## src/rtl/u_counter_pkg.sv

```systemverilog
// Shared types and constants for the counter sequencer.
// Optional build macro used by the sequencer: PRIME_TALLY_EN.
package u_counter_pkg;

  localparam int WIDTH_DEF = 4;
  localparam int HCW_DEF   = 4;

  localparam logic ASSERT_N   = 1'b0;
  localparam logic DEASSERT_N = 1'b1;

  typedef enum logic [2:0] {
    IDLE   = 3'd0,
    CLR    = 3'd1,
    LOAD   = 3'd2,
    SETTLE = 3'd3,
    RUN    = 3'd4,
    HOLD   = 3'd5,
    RET    = 3'd6,
    DONE   = 3'd7
  } state_e;

endpackage

```

## src/rtl/u_hold_timer.sv

```systemverilog
// Loadable down-counter timing the hold at target.
// last_o flags the final hold cycle (count of 1).
module u_hold_timer
  import u_counter_pkg::*;
#(
  parameter int HCW = HCW_DEF
) (
  input  logic           clkb,
  input  logic           rstb,
  input  logic           load_i,
  input  logic           en_i,
  input  logic [HCW-1:0] val_i,
  output logic           last_o
);

  logic [HCW-1:0] cnt_q;
  logic [HCW-1:0] cnt_d;

  // next count: load wins, otherwise step down to zero
  always_comb begin
    cnt_d = cnt_q;
    if (load_i) begin
      cnt_d = val_i;
    end else if (en_i && (cnt_q != '0)) begin
      cnt_d = cnt_q - 1'b1;
    end
  end

  // count register, falling-edge like the counter
  always_ff @(negedge clkb or negedge rstb) begin
    if (!rstb) begin
      cnt_q <= '0;
    end else begin
      cnt_q <= cnt_d;
    end
  end

  assign last_o = (cnt_q == {{(HCW-1){1'b0}}, 1'b1});

endmodule

```

## src/rtl/u_counter_sequencer.sv

```systemverilog
// Drives the up/down counter through clear, load, excursion, hold, return.
// Build macro PRIME_TALLY_EN enables the prime_cnt tally of pn_fb.
module u_counter_sequencer
  import u_counter_pkg::*;
#(
  parameter int WIDTH = WIDTH_DEF,
  parameter int HCW   = HCW_DEF
) (
  input  logic             clkb,
  input  logic             rstb,
  input  logic             startb,
  input  logic             abortb,
  input  logic [WIDTH-1:0] start_val,
  input  logic [WIDTH-1:0] target,
  input  logic [HCW-1:0]   hold_cycles,
  input  logic [WIDTH-1:0] q_fb,
  input  logic             pn_fb,
  output logic             clrb,
  output logic             ldb,
  output logic             hdb,
  output logic             upb,
  output logic [WIDTH-1:0] d,
  output logic             busy,
  output logic             done,
  output logic [WIDTH:0]   prime_cnt
);

  state_e           state_q, state_d;
  logic [WIDTH-1:0] sv_q, tg_q;
  logic [HCW-1:0]   hc_q;
  logic             ht_load, ht_en, ht_last;
  logic             abort;
  logic [WIDTH-1:0] q_up, q_dn;

  assign abort = (abortb == ASSERT_N) && (state_q != IDLE);
  assign q_up  = q_fb + 1'b1;
  assign q_dn  = q_fb - 1'b1;

  u_hold_timer #(.HCW(HCW)) u_ht (
    .clkb   (clkb),
    .rstb   (rstb),
    .load_i (ht_load),
    .en_i   (ht_en),
    .val_i  (hc_q),
    .last_o (ht_last)
  );

  // next state and counter controls; abort forces idle controls
  always_comb begin
    state_d = state_q;
    clrb    = DEASSERT_N;
    ldb     = DEASSERT_N;
    hdb     = 1'b0;
    upb     = 1'b1;
    d       = '0;
    done    = 1'b0;
    ht_load = 1'b0;
    ht_en   = 1'b0;
    unique case (state_q)
      IDLE: begin
        if (startb == ASSERT_N) state_d = CLR;
      end
      CLR: begin
        clrb    = ASSERT_N;
        state_d = LOAD;
      end
      LOAD: begin
        ldb     = ASSERT_N;
        d       = sv_q;
        state_d = SETTLE;
      end
      SETTLE: begin
        state_d = RUN;
      end
      RUN: begin
        if (q_fb != tg_q) begin
          hdb = 1'b1;
          upb = (q_fb < tg_q) ? 1'b0 : 1'b1;
        end else if (hc_q != '0) begin
          ht_load = 1'b1;
          state_d = HOLD;
        end else begin
          state_d = (q_fb == sv_q) ? DONE : RET;
        end
      end
      HOLD: begin
        ht_en = 1'b1;
        if (ht_last) begin
          state_d = (q_fb == sv_q) ? DONE : RET;
        end
      end
      // finish on the edge that lands on start_val,
      // so the return leg needs no extra compare cycle
      RET: begin
        if (q_fb != sv_q) begin
          hdb = 1'b1;
          upb = (q_fb < sv_q) ? 1'b0 : 1'b1;
          if ((upb ? q_dn : q_up) == sv_q) state_d = DONE;
        end else begin
          state_d = DONE;
        end
      end
      DONE: begin
        done    = 1'b1;
        state_d = IDLE;
      end
    endcase
    if (abort) begin
      state_d = IDLE;
      clrb    = DEASSERT_N;
      ldb     = DEASSERT_N;
      hdb     = 1'b0;
      upb     = 1'b1;
      d       = '0;
      done    = 1'b0;
      ht_load = 1'b0;
      ht_en   = 1'b0;
    end
  end

  // state register
  always_ff @(negedge clkb or negedge rstb) begin
    if (!rstb) begin
      state_q <= IDLE;
    end else begin
      state_q <= state_d;
    end
  end

  // operands captured once per start
  always_ff @(negedge clkb or negedge rstb) begin
    if (!rstb) begin
      sv_q <= '0;
      tg_q <= '0;
      hc_q <= '0;
    end else if ((state_q == IDLE) && (startb == ASSERT_N)) begin
      sv_q <= start_val;
      tg_q <= target;
      hc_q <= hold_cycles;
    end
  end

  assign busy = (state_q != IDLE);

`ifdef PRIME_TALLY_EN
  logic [WIDTH:0] prime_q;
  logic           tally;

  assign tally = pn_fb && (prime_q != '1) &&
                 ((state_q == RUN) || (state_q == HOLD) ||
                  (state_q == RET));

  // saturating tally of prime counter values seen
  always_ff @(negedge clkb or negedge rstb) begin
    if (!rstb) begin
      prime_q <= '0;
    end else if (!abort) begin
      if (state_q == CLR) begin
        prime_q <= '0;
      end else if (tally) begin
        prime_q <= prime_q + 1'b1;
      end
    end
  end

  assign prime_cnt = prime_q;
`else
  logic unused_pn;
  assign unused_pn = pn_fb;
  assign prime_cnt = '0;
`endif

endmodule
```

## config.mk

```make
export PLATFORM = sky130hd
export DESIGN_NAME = u_counter_sequencer
export DESIGN_NICKNAME = d
export VERILOG_FILES = /design/src/rtl/u_counter_pkg.sv /design/src/rtl/u_hold_timer.sv /design/src/rtl/u_counter_sequencer.sv
export SDC_FILE = /design/constraint.sdc
export NUM_CORES = 1
export LEC_CHECK = 0
export ABC_CLOCK_PERIOD_IN_PS = 4100
export CORE_MARGIN = 5
export CORE_UTILIZATION = 26
export DETAILED_ROUTE_END_ITERATION = 10
export PLACE_DENSITY_LB_ADDON = 0.2
export SYNTH_ARGS = -nofsm -noshare
export SYNTH_HDL_FRONTEND = slang
export SYNTH_SLANG_ARGS = --single-unit
```

## constraint.sdc

```tcl
create_clock -name clkb -period 4.1 [get_ports clkb]
set_input_delay 0.82 -clock clkb [delete_from_list [all_inputs] [get_ports clkb]]
set_output_delay 0.82 -clock clkb [all_outputs]
set_load 0.005 [all_outputs]
```

==> impl_metrics.toml <==
[status]
status = "finished, violations left"
violations = "setup timing"

[logic_synthesis]
ys.flop_type = "dfrtn_1"
yosysWarningCount = 0
synth_cell_type_count = 40
ys_seq_area_frac = 0.341
netlist_area_mm2 = 0.00140
ys_ff_latch = 19
synth_top_cell_area_share = 0.341
synth.area.top_cells = "dfrtn_1 34%, ha_1 11%, xnor2_1 5.0%, mux2_2 4.0%, buf_4 3.8%"
synth_cells = 149
synth.avg_cell_area_um2 = 9.36
synth.most_common_cell = "dfrtn_1"
yosysTopAreaCell = "dfrtn_1"
synth_edf_count = 0
yosys-top-cells-count = "19 x dfrtn_1, 14 x inv_1, 14 x nand2_1"
async_flop_share = 1.00

[cts]
cts_max_level = 1
clock_tree.root_cell = "clkbuf_8"
clockBufferDepth = 2
clk_latency_ps = 280
cts_tree = "built"
path_clk_slew_ps = 50
clock-sinks = 19
cts.hold.buffers_added = 0
cts_buffers = 3

[pwr]
design_power_total_mw = 1.67
peakVddDrop_uv = 272
powerDensity_mw_per_mm2 = 656
p_leak_nw = 1.16

[grt]
grt_pass1_wl_mm = 7.36
grt_max_degree = 20
track_usage = 0.129
antenna_found_initial = 0
grt_pass1_vias = 1579
grt_overflow = 0

[place]
dp_hpwl_mm = 2.96
place_congestion = 0.800
io_buffer_count = 29

[detailed_routing]
wl_per_cell_um = 13.0
finalWirelength_mm = 4.11
drc = 0
drt_pass1_iterations = 5
vias = 1400
ant_nets = 0
viasPerCell = 4.43
drtIter0Drc = 44

[die]
ios = 36
die_h_um = 83.3
initial_core_util = 0.270
die-width_um = 83.3
fp-row-count = 26
coreArea_mm2 = 0.00517
dieArea_mm2 = 0.00693

[sta]
clock-skew-final_ps = 2.84
finalSetupViolCount = 10
finalHoldViolations = 0
rsz0062_at_grt = "true"
fin_ws_ps = -604
slew_violations = 0
finalSetupTns_ps = -2800

[layout]
antennaDiodeCount = 0
num-fill-cells = 469
utilization = 0.493
syn_to_final_growth_pct = 82.6
multiInputGateArea_mm2 = 0.00103
nNetsFinal = 281
seq_area_um2 = 475
final_layout_size_suffix_gt1_frac = 0.545

[run]
maxCapViolCount = 0

[setup_path]
crit_family = "compound AO/OA/AOI/OAI gates"
crit_cells = 7
critPathBufInv = 1
cp-start-kind = "register"
critPathSlowestCell = "dfrtn_1"
critPathMostFrequentCell = "a21o_1"
cp_max_fo = 2
crit_chain = "ha_4, nand2b_4, a21o_1, a21o_1, a211oi_2, o21ai_1, buf_2"
r2r_cells = 11
cp-end-kind = "output pin"
path_class = "reg2out"
worst_ep_arrival_time_ps = 3880
max_stage_delay_ps = 450
crit_required_ps = 3280

[worst_hold_path]
hold_depth = 2
hold_path.class = "reg2reg"
## per-stage QoR
stage          worst slack (ps)  area (um2)  hold WS [ps]  instances
5_1_grt                    -660        2550           521        316
3_3_place_gp               -866        2080           475        283
4_1_cts                    -623        2470           487        314
3_5_place_dp               -906        2080           483        283
2_1_floorplan              -326        1470           448        153
6_report                   -604        2550           479        316
## final cells by class
class,instances,share of cell area
tap,70,0.0344
multi-input combinational,111,0.403
inverter,15,0.0241
sequential,19,0.187
clock buffer,3,0.0162
timing repair buffer,97,0.333
clock inverter,1,0.00196
## cell usage in the layout (no fill, tap or decap), drive strengths merged, types with 2 or more instances in the layout
cell / synthesis / layout
ha: 12 / 12
buf: 8 / 81
and2: 2 / 2
nand2: 15 / 15
nand3: 5 / 5
a21oi: 5 / 5
xnor2: 8 / 8
conb: 1 / 5
mux2: 6 / 6
o221ai: 2 / 2
nor3: 4 / 4
nand4: 4 / 4
o21ai: 10 / 10
nor2: 14 / 14
clkbuf: 0 / 3
inv: 15 / 15
clkdlybuf4s50: 0 / 14
a21o: 4 / 4
dfrtn: 19 / 19
## kinds of logic after synthesis
logic type	count (synthesis)	synth area share
DFF	19	0.341
muxes	7	0.0583
buffers and inverters	23	0.0861
adders and majority gates	13	0.122
AOI/OAI and AO/OA	27	0.135
xor gates and xnor gates	9	0.0565
and+or+nand+nor	50	0.198
other	1	0.00269
## sequential cells by signal (all words and copies together), names as in the netlist
signal and flops:
hc_q 4, state_q 3, sv_q 4, tg_q 4
u_ht.cnt_q 4
## worst paths after layout
| check | start | endpoint | slack, ps |
|---|---|---|---|
| worst max-delay path | tg_q[0] | upb | -600 |
| worst min-delay path | u_ht.cnt_q[1] | u_ht.cnt_q[1] | 480 |
| worst max register to register | sv_q[3] | state_q[0] | 1880 |
| worst min register to register | u_ht.cnt_q[1] | u_ht.cnt_q[1] | 480 |
| max in group asynchronous | rstb | tg_q[2] | 1030 |
| min in group asynchronous | rstb | state_q[2] | 2830 |
## where the power goes
part           internal, mW  switching (mW)
combinational         0.684           0.508
sequential            0.278          0.0640
clock                0.0679          0.0703
total                  1.03           0.642
## worst register-to-register path: stages, from the launching register on
cell	delay [ps]
dfrtn_1	430
inv_2	60
ha_4	280
nand2_1	80
o21ai_2	180
buf_6	140
inv_2	30
fa_1	470
xnor2_1	180
nor2_1	70
nand4_1	90
o21ai_1	70
## timing repair
action / CTS / global route
pin swaps: 23 / 8
resized for setup: 96 / 23
endpoints found under the setup margin: 16 / 16
hold endpoints to repair: 0 / 0
buffers inserted: 29 / 6
## layer usage
metal / routed length, um / vias up / track usage / part of all wire
met1: 1700 / 657 / 0.151 / 0.41
met3: 165 / 7 / 0.0218 / 0.040
met2: 2140 / 40 / 0.227 / 0.52
met5: 0 / - / 0 / 0
li1: - / 696 / - / -
met4: 97 / 0 / 0.0579 / 0.024
Power figures use the tool's default switching activity.
